### src/rtl/alarm_pkg.sv
// Shared types and time constants for the alarm sequencer.
// Used by alarm_ctrl and key_edge; no configuration macros here.
package alarm_pkg;

    localparam int TIME_W        = 6;
    localparam int HOURS_PER_DAY = 24;
    localparam int MIN_PER_HOUR  = 60;

    typedef enum logic [1:0] {
        DISARMED = 2'd0,
        ARMED    = 2'd1,
        RINGING  = 2'd2,
        SNOOZING = 2'd3
    } state_t;

    typedef struct packed {
        logic [TIME_W-1:0] hour;
        logic [TIME_W-1:0] min;
    } hm_t;

    // Adds a minute offset (< 60) to hh:mm, wrapping minutes into hours and hours into the day.
    function automatic hm_t add_minutes(input logic [TIME_W-1:0] hour,
                                        input logic [TIME_W-1:0] min,
                                        input logic [6:0]        add);
        hm_t        res;
        logic [6:0] m;
        logic [TIME_W-1:0] h;
        m = {1'b0, min} + add;
        h = hour;
        if (m >= 7'(MIN_PER_HOUR)) begin
            m = m - 7'(MIN_PER_HOUR);
            h = hour + 6'd1;
        end else begin
            h = hour;
        end
        if (h == 6'(HOURS_PER_DAY)) begin
            h = 6'd0;
        end else begin
            h = h;
        end
        res.hour = h;
        res.min  = m[TIME_W-1:0];
        return res;
    endfunction

endpackage

### src/rtl/alarm_ctrl_key_edge.sv
// Push-button conditioner: 2-flop synchroniser on an active-low key plus
// falling-edge detect, giving one press pulse per press however long it is held.
module key_edge
    import alarm_pkg::*;
(
    input  logic clk,
    input  logic rst_n,
    input  logic key_n,
    output logic press
);

    logic sync1_r;
    logic sync2_r;
    logic prev_r;

    // Synchronise the raw key and keep the previous synchronised level; all flops reset to released.
    always_ff @(posedge clk or negedge rst_n) begin
        if (!rst_n) begin
            sync1_r <= 1'b1;
            sync2_r <= 1'b1;
            prev_r  <= 1'b1;
        end else begin
            sync1_r <= key_n;
            sync2_r <= sync1_r;
            prev_r  <= sync2_r;
        end
    end

    assign press = prev_r & ~sync2_r;

endmodule

### src/rtl/alarm_ctrl.sv
// Alarm sequencer: arms, rings on minute match, snoozes with day wrap, stops, times out.
// Optional macro ALARM_BEEP_PATTERN_EN pulses the buzzer 1 s on / 1 s off while ringing.
module alarm_ctrl
    import alarm_pkg::*;
#(
    parameter int unsigned SNOOZE_MIN = 5,
    parameter int unsigned MAX_SNOOZE = 3,
    parameter int unsigned RING_SEC   = 60
) (
    input  logic              clk,
    input  logic              rst_n,
    input  logic              tick_1hz,
    input  logic [TIME_W-1:0] cur_hour,
    input  logic [TIME_W-1:0] cur_min,
    input  logic [TIME_W-1:0] cur_sec,
    input  logic [TIME_W-1:0] alarm_hour,
    input  logic [TIME_W-1:0] alarm_min,
    input  logic              switch_set,
    input  logic              switch_alarm,
    input  logic              key_snooze,
    input  logic              key_stop,
    output logic              buzzer,
    output logic              armed_LED,
    output logic              snooze_LED,
    output logic              ringing,
    output logic [3:0]        snooze_left
);

    localparam logic [3:0] MAX_CNT   = 4'(MAX_SNOOZE);
    localparam logic [7:0] RING_LAST = 8'(RING_SEC - 1);
    localparam logic [6:0] SNZ_ADD   = 7'(SNOOZE_MIN);

    logic snooze_press_s;
    logic stop_press_s;

    key_edge u_key_snooze (.clk(clk), .rst_n(rst_n), .key_n(key_snooze), .press(snooze_press_s));
    key_edge u_key_stop   (.clk(clk), .rst_n(rst_n), .key_n(key_stop),   .press(stop_press_s));

    state_t            state_r, state_nxt_s;
    logic [TIME_W-1:0] target_hour_r, target_hour_nxt_s;
    logic [TIME_W-1:0] target_min_r,  target_min_nxt_s;
    logic [3:0]        snooze_cnt_r,  snooze_cnt_nxt_s;
    logic [7:0]        ring_cnt_r,    ring_cnt_nxt_s;
    logic              match_s;
    logic              override_s;
    logic              buzz_nxt_s;
    hm_t               snooze_tgt_s;

    assign match_s = tick_1hz && (cur_hour == target_hour_r) &&
                     (cur_min == target_min_r) && (cur_sec == 6'd0);
    assign override_s   = !switch_alarm || switch_set;
    assign snooze_tgt_s = add_minutes(cur_hour, cur_min, SNZ_ADD);

    // Next-state and datapath decode; target follows the programmed alarm whenever not snoozing.
    always_comb begin
        state_nxt_s       = state_r;
        target_hour_nxt_s = target_hour_r;
        target_min_nxt_s  = target_min_r;
        snooze_cnt_nxt_s  = snooze_cnt_r;
        ring_cnt_nxt_s    = ring_cnt_r;
        if (override_s) begin
            state_nxt_s       = DISARMED;
            snooze_cnt_nxt_s  = 4'd0;
            ring_cnt_nxt_s    = 8'd0;
            target_hour_nxt_s = alarm_hour;
            target_min_nxt_s  = alarm_min;
        end else begin
            case (state_r)
                DISARMED: begin
                    state_nxt_s       = ARMED;
                    target_hour_nxt_s = alarm_hour;
                    target_min_nxt_s  = alarm_min;
                end
                ARMED: begin
                    target_hour_nxt_s = alarm_hour;
                    target_min_nxt_s  = alarm_min;
                    if (match_s) begin
                        state_nxt_s    = RINGING;
                        ring_cnt_nxt_s = 8'd0;
                    end else begin
                        state_nxt_s = ARMED;
                    end
                end
                RINGING: begin
                    if (stop_press_s) begin
                        state_nxt_s       = ARMED;
                        snooze_cnt_nxt_s  = 4'd0;
                        ring_cnt_nxt_s    = 8'd0;
                        target_hour_nxt_s = alarm_hour;
                        target_min_nxt_s  = alarm_min;
                    end else if (snooze_press_s && (snooze_cnt_r < MAX_CNT)) begin
                        state_nxt_s       = SNOOZING;
                        snooze_cnt_nxt_s  = snooze_cnt_r + 4'd1;
                        ring_cnt_nxt_s    = 8'd0;
                        target_hour_nxt_s = snooze_tgt_s.hour;
                        target_min_nxt_s  = snooze_tgt_s.min;
                    end else if (tick_1hz) begin
                        if (ring_cnt_r == RING_LAST) begin
                            state_nxt_s       = ARMED;
                            snooze_cnt_nxt_s  = 4'd0;
                            ring_cnt_nxt_s    = 8'd0;
                            target_hour_nxt_s = alarm_hour;
                            target_min_nxt_s  = alarm_min;
                        end else begin
                            ring_cnt_nxt_s = ring_cnt_r + 8'd1;
                        end
                    end else begin
                        state_nxt_s = RINGING;
                    end
                end
                SNOOZING: begin
                    if (stop_press_s) begin
                        state_nxt_s       = ARMED;
                        snooze_cnt_nxt_s  = 4'd0;
                        target_hour_nxt_s = alarm_hour;
                        target_min_nxt_s  = alarm_min;
                    end else if (match_s) begin
                        state_nxt_s    = RINGING;
                        ring_cnt_nxt_s = 8'd0;
                    end else begin
                        state_nxt_s = SNOOZING;
                    end
                end
                default: begin
                    state_nxt_s      = DISARMED;
                    snooze_cnt_nxt_s = 4'd0;
                    ring_cnt_nxt_s   = 8'd0;
                end
            endcase
        end
    end

`ifdef ALARM_BEEP_PATTERN_EN
    logic beep_phase_r, beep_phase_nxt_s;

    // Beep phase starts high on ringing entry and flips every second while ringing.
    always_comb begin
        if (state_nxt_s != RINGING) begin
            beep_phase_nxt_s = 1'b0;
        end else if (state_r != RINGING) begin
            beep_phase_nxt_s = 1'b1;
        end else if (tick_1hz) begin
            beep_phase_nxt_s = ~beep_phase_r;
        end else begin
            beep_phase_nxt_s = beep_phase_r;
        end
    end

    // Beep phase register.
    always_ff @(posedge clk or negedge rst_n) begin
        if (!rst_n) begin
            beep_phase_r <= 1'b0;
        end else begin
            beep_phase_r <= beep_phase_nxt_s;
        end
    end

    assign buzz_nxt_s = (state_nxt_s == RINGING) & beep_phase_nxt_s;
`else
    assign buzz_nxt_s = (state_nxt_s == RINGING);
`endif

    // State, datapath and output registers; outputs are decoded from the next state so they track state_r.
    always_ff @(posedge clk or negedge rst_n) begin
        if (!rst_n) begin
            state_r       <= DISARMED;
            target_hour_r <= 6'd0;
            target_min_r  <= 6'd0;
            snooze_cnt_r  <= 4'd0;
            ring_cnt_r    <= 8'd0;
            buzzer        <= 1'b0;
            armed_LED     <= 1'b0;
            snooze_LED    <= 1'b0;
            ringing       <= 1'b0;
            snooze_left   <= MAX_CNT;
        end else begin
            state_r       <= state_nxt_s;
            target_hour_r <= target_hour_nxt_s;
            target_min_r  <= target_min_nxt_s;
            snooze_cnt_r  <= snooze_cnt_nxt_s;
            ring_cnt_r    <= ring_cnt_nxt_s;
            buzzer        <= buzz_nxt_s;
            armed_LED     <= (state_nxt_s == ARMED) || (state_nxt_s == SNOOZING);
            snooze_LED    <= (state_nxt_s == SNOOZING);
            ringing       <= (state_nxt_s == RINGING);
            snooze_left   <= MAX_CNT - snooze_cnt_nxt_s;
        end
    end

endmodule

### config.mk
export PLATFORM = sky130hd
export DESIGN_NAME = alarm_ctrl
export DESIGN_NICKNAME = d
export VERILOG_FILES = /design/src/rtl/alarm_pkg.sv /design/src/rtl/alarm_ctrl_key_edge.sv /design/src/rtl/alarm_ctrl.sv
export SDC_FILE = /design/constraint.sdc
export NUM_CORES = 1
export LEC_CHECK = 0
export CAP_MARGIN = 5
export CORE_UTILIZATION = 52
export CTS_CLUSTER_SIZE = 14
export DETAILED_ROUTE_END_ITERATION = 16
export PLACE_DENSITY = 0.8
export SETUP_SLACK_MARGIN = 0.5
export SYNTH_ARGS = -nofsm -noshare
export SYNTH_HDL_FRONTEND = slang
export SYNTH_SLANG_ARGS = --single-unit
### constraint.sdc
create_clock -name clk -period 2.3 [get_ports clk]
set_input_delay 0.23 -clock clk [delete_from_list [all_inputs] [get_ports clk]]
set_output_delay 0.23 -clock clk [all_outputs]
set_load 0.02 [all_outputs]
* After elaboration in Yosys (flattened, before gate mapping)
Cells that the tools add are included.
Word-level totals: bits in registers 39, output and inout port bits 8, word-level logic and storage cells 95
Operators by class: $add $sub $neg 6, $lt $le $gt $ge 2, equality and inequality tests 14, muxes and demuxes 41, bitwise operators 4, reductions and logical operators 13
Operator list (count):
- 2-to-1 mux 6 bit | 15
- 2-to-1 mux 8 bit | 7
- case mux 6 bit (3 select lines) | 2
- 2-to-1 mux 4 bit | 6
- case mux 8 bit (3 select lines) | 1
- 2-to-1 mux 2 bit | 7
- == test 6 bit | 2
- inequality test 5 bit, second input constant | 2
- adder 8 x 1 -> 8 bit, second input constant | 1
- == test 2 bit, second input constant | 4
- == test 8 x 6 -> 1 bit, second input constant | 1
- case mux 2 bit (4 select lines) | 1
- case mux 4 bit (2 select lines) | 1
- adder 6 x 3 -> 7 bit, second input constant | 1
- greater-or-equal comparator 7 x 6 -> 1 bit, second input constant | 1
- adder 6 x 1 -> 6 bit, second input constant | 1
- == test 6 x 5 -> 1 bit, second input constant | 1
- logical NOT 6 bit | 1
- inequality test 3 bit, second input constant | 2
- AND reduction 3 bit | 2
- subtractor 6 bit, second input constant | 1
- adder 4 x 1 -> 4 bit, second input constant | 1
- == test 2 x 1 -> 1 bit, second input constant | 2
- logical AND 1 bit | 4
- other kinds (10) | 13

* Longest topological paths before layout
word-level depth 10, mapped depth 10

* Cells and area by module
From an unflattened synthesis, not the netlist that was laid out.
Unflattened totals: cell total of the unflattened synthesis 261, area total of the unflattened synthesis 2438.6 um^2
Modules (own cells, without submodules):
- alarm_ctrl | instances 1, cells each 253, area each 2253.4 um^2, sequential area each 778.2 um^2
- key_edge | instances 2, cells each 4, area each 92.6 um^2, sequential area each 78.8 um^2

* Least setup slack after synthesis
OpenSTA, ideal clock, no wires.
kind in2reg, from in cur_min[0], to reg target_hour_r[4], arrival 2110 ps, path slack 86 ps, stages 9, path buffers 0, cells stage by stage ha_1 xnor2_1 ha_1 nand2_1 a311o_2 nand2_2 nor4b_1 o311a_1 o41ai_2
On the way: word-level cells in the longest chain between the ends 9
Ends and longest elaborated chain:
- start, declared | RTL line alarm_ctrl.sv:14 | input logic [TIME_W-1:0] cur_min,
- adder 6 x 3 -> 7 bit * | RTL line alarm_pkg.sv:28 | m = {1'b0, min} + add;
- greater-or-equal comparator 7 x 6 -> 1 bit * | RTL line alarm_pkg.sv:30 | if (m >= 7'(MIN_PER_HOUR)) begin
- 2-to-1 mux 6 bit * | RTL line alarm_pkg.sv:30
- == test 6 x 5 -> 1 bit | RTL line alarm_pkg.sv:36 | if (h == 6'(HOURS_PER_DAY)) begin
- 2-to-1 mux 6 bit * | RTL line alarm_pkg.sv:36
- 2-to-1 mux 6 bit * | RTL line alarm_ctrl.sv:91 | end else if (snooze_press_s && (snooze_cnt_r < MAX_CNT)) begin
- 2-to-1 mux 6 bit * | RTL line alarm_ctrl.sv:85 | if (stop_press_s) begin
- case mux 6 bit (3 select lines) * | RTL line alarm_ctrl.sv:68 | case (state_r)
- 2-to-1 mux 6 bit * | RTL line alarm_ctrl.sv:61 | if (override_s) begin
- end signal, assigned | RTL line alarm_ctrl.sv:178 | target_hour_r <= target_hour_nxt_s;
- end, declared | RTL line alarm_ctrl.sv:40 | logic [TIME_W-1:0] target_hour_r, target_hour_nxt_s;
Mark *: on every way between the ends. The rest lies on a longest branch, timed or not. A chain may end at the register's enable or synchronous reset.

* Final worst setup path
from reg state_r[0], to reg target_hour_r[3]
On the way: word-level cells in the longest chain between the ends 4, elaborated cells on any way between the ends 11
Ends and longest elaborated chain:
- start, declared | RTL line alarm_ctrl.sv:39 | state_t state_r, state_nxt_s;
- start signal, assigned | RTL line alarm_ctrl.sv:177 | state_r <= state_nxt_s;
- == test 2 x 1 -> 1 bit or logical NOT 2 bit (tied branches) | RTL line alarm_ctrl.sv:68
- OR reduction 2 bit (no source line)
- case mux 6 bit (3 select lines) | RTL line alarm_ctrl.sv:68
- 2-to-1 mux 6 bit | RTL line alarm_ctrl.sv:61
Parallel ways exist; a longest one is shown, timed or not.

==> results.md <==
- Ys async rst share: 1.00
- Post-route cell area: around 3800 um2
- RePlAce Congestion: 0.948
- Initial core utilization: 0.541
- Die Y: approximately 69 um
- CTS tree: done
- Area grow syn2layout: 61.2%
- Status: finished clean
- VDD IR-drop max: between 0.3 and 0.4 mV
- # clock sinks: 37
- Leakage: between 1.5 and 2 nW
- Worst hold slack: approximately 0.0078 ns
- Final #Nets: around 400
- Vias in the first global route: approximately 2,400
- DR vias: 2,353
- CTS Buffer Depth: 2
- Antenna diodes: 0
- Tot Pwr: about 1.5 mW
- Routed Antenna Nets: 0
- Setup TNS: 0 ns
- Critical Path RT: approximately 2.5 ns
- RSZ-0062 raised after global routing: yes
- Gr usage total: 0.289
- Hold_buf cts: 0
- Synth warnings: 0
- Layout cells sized above 1: 0.413
- PD cells: approximately 400 nW/um2
- Post-Synthesis Cells: between 200 and 300
- Syn_area_per_cell: just over 9 um2
- Mapped Nets: 300
- Root Buffer: clkbuf_8
- DP Wirelength: between 4000 and 5000 um
- Core ar.: 4350 um2
- Area after DPL: between 3000 and 4000 um2
- Reg clk slew, reported paths: roughly 0.08 ns
- Chip Width: approximately 69 um
- Worst-Margin Slew: slightly above 0.8 ns
- Rows: 24
- First-pass GRT wire length: about 11,000 um
- Crit path capture type: flip-flop
- WL per Instance: around 18 um
- Post-synthesis sequential area ratio: 0.397
- Number of synthesized flops with an enable pin: 0
- Drt first pass iters: 4
- Routed WL: 7320 um
- Largest net degree at the start of global routing: 38
- Cell variety after synth: 56
- Final Cycle Share: 0.913
- Internal power: ~1.1 mW
- Num CTS Buffers: 5
- CP startpoint kind: flip-flop
- Area of the multi-input gates: around 1700 um2
- Switch share: 0.279
- Sequential Area: around 940 um2
- Clock power frac: 0.299
- Global route overflow: 0
- Vias per inst: ~5.8
- Drt initial violations: about 130
- Mapped Area: roughly 2400 um2
- Top Ports: 45
- Insertion delay to the later sink of the worst-skew pair: ~0.31 ns
- Crit Path Category: flip-flop to flip-flop
- Reg power frac: 0.457
- Critical Path AT: between 2 and 2.5 ns
- Top_reg_cell synth: dfrtp_1
- Antenna violations before repair: 0
- Total net switching power: approximately 0.42 mW
- Synthesis-stage register bit count: 37
- Die area: roughly 4800 um2
- Crit path max fanout: 17
- Period minus WS final: 2.10 ns
- Combinational share of power: 0.244
- Relative slew slack: 0.463
- Max Freq: 476 MHz
- Max-slew violations: 0
- Port Buf Inserts: 44
- Hold WC Path Type: primary input to asynchronous set/reset pin
- Fill count: roughly 200
- Max-cap check violation count: 0
- H-tree depth: 2
- Fin. Hold Viols: 0
- Final setup viols: 0
- DRC viols: 0
- Max Clock Skew: 0.00768 ns
-- logic make-up (layout without fill, tap and decap cells) --
logic type      Yosys count  in the layout  synth area share
mux                       6              6            0.0271
compound gates           54             54             0.157
buf+inv                  21            119            0.0436
xor+xnor                 29             29             0.108
fa+ha+maj                10             10            0.0531
simple gates             96             96             0.214
flops                    37             37             0.397
-- routing by layer --
| layer | share of wire | wire, um | track usage |
|---|---|---|---|
| met5 | 0 | 0 | 0 |
| met4 | 0.027 | 197 | 0.129 |
| met3 | 0.044 | 322 | 0.0640 |
| met2 | 0.53 | 3910 | 0.502 |
| met1 | 0.39 | 2890 | 0.340 |
-- power by group through the flow --
stage          logic, mW  registers, mW  clock network (mW)
6_report           0.369          0.691               0.452
5_1_grt            0.394          0.692               0.487
4_1_cts            0.336          0.687               0.447
3_5_place_dp       0.284          0.696                   0
3_3_place_gp       0.278          0.695                   0
2_1_floorplan      0.136          0.694                   0
-- cell usage in the layout (no fill, tap or decap), types with 4 or more instances in the layout --
cell type,count
o21ai_0,6
buf_6,15
and2_1,4
nand2b_1,4
clkbuf_8,5
ha_2,4
nand4_1,10
ha_1,4
o21ai_1,5
xor2_1,10
a21oi_1,13
dfrtp_1,27
dfstp_2,8
inv_1,10
buf_4,40
clkdlybuf4s50_1,36
nand2_1,19
nor2_1,19
xnor2_1,5
xnor2_2,12
-- Yosys cell counts, drive strengths merged, types with 2 or more instances --
| library cell | number | share of area |
|---|---|---|
| o31ai | 2 | 0.012 |
| nand2b | 6 | 0.019 |
| nor3 | 5 | 0.011 |
| a21boi | 2 | 0.0064 |
| and2 | 6 | 0.016 |
| xnor2 | 18 | 0.067 |
| or3 | 2 | 0.0053 |
| o21bai | 2 | 0.0064 |
| dfrtp | 29 | 0.31 |
| and4 | 2 | 0.0080 |
| nand3b | 2 | 0.0064 |
| and3 | 2 | 0.0058 |
| nor2b | 2 | 0.0053 |
| dfstp | 8 | 0.089 |
| mux2i | 3 | 0.013 |
| o21ai | 14 | 0.030 |
| a21oi | 14 | 0.030 |
| xor2 | 11 | 0.041 |
| clkbuf | 5 | 0.0080 |
| ha | 10 | 0.053 |
| nor4 | 2 | 0.0053 |
| nand3 | 6 | 0.013 |
| nand2 | 24 | 0.039 |
| nor2 | 22 | 0.035 |
| buf | 6 | 0.020 |
| a31oi | 8 | 0.021 |
| mux2 | 3 | 0.014 |
| nand4 | 10 | 0.027 |
| inv | 10 | 0.016 |
| nor4b | 2 | 0.0074 |
-- layout make-up --
| class | instances | area share |
|---|---|---|
| flip-flops and latches | 37 | 0.247 |
| clock inverters | 1 | 0.00132 |
| well taps | 52 | 0.0171 |
| repair buffers | 101 | 0.255 |
| multi-input cells | 195 | 0.450 |
| clock buffers | 7 | 0.0201 |
| inverters | 10 | 0.00989 |
-- timing repair --
| action | in CTS | in global routing |
|---|---|---|
| buffers inserted | 22 | 3 |
| gates resized for setup | 70 | 34 |
| cloned | 1 | 0 |
| setup endpoints to repair | 24 | 30 |
| pin swaps | 28 | 19 |
-- through the flow --
stage / util / instances / worst slack [ns]
after floorplan: - / 253 / 0.201
after global placement: 0.715 / 369 / -0.375
after detailed placement: 0.715 / 369 / -0.448
after CTS: 0.825 / 400 / 0.245
after global routing: 0.872 / 403 / 0.135
final: 0.872 / 403 / 0.200
-- final timing paths --
check | from | end | slack, ns | depth (start not counted)
hold reg to reg | u_key_stop.sync1_r | u_key_stop.sync2_r | 0.36 | 0
max in group asynchronous | rst_n | state_r[0] | 1.73 | 1
setup / recovery | state_r[0] | target_hour_r[3] | 0.20 | 7
min in group clk | key_snooze | u_key_snooze.sync1_r | 0.33 | 1
hold / removal | rst_n | ring_cnt_r[3] | 0.008 | 1
setup reg to reg | state_r[0] | target_hour_r[3] | 0.20 | 7
-- worst max-delay path, cell delays in order (launching register included) --
cell and delay [ns]:
dfrtp_2 0.45, inv_1 0.13, ha_2 0.27, nand2_2 0.16, or3_4 0.39, buf_12 0.16, o31a_1 0.29, a31oi_1 0.16
-- state kept, by name, summed over array words and instances, names as in the netlist, 2 cells and up --
name and cells:
snooze_left 3, target_hour_r 6, state_r 2, ring_cnt_r 8, snooze_cnt_r 4, target_min_r 6
Note: power is estimated with default switching activity, not from simulation.
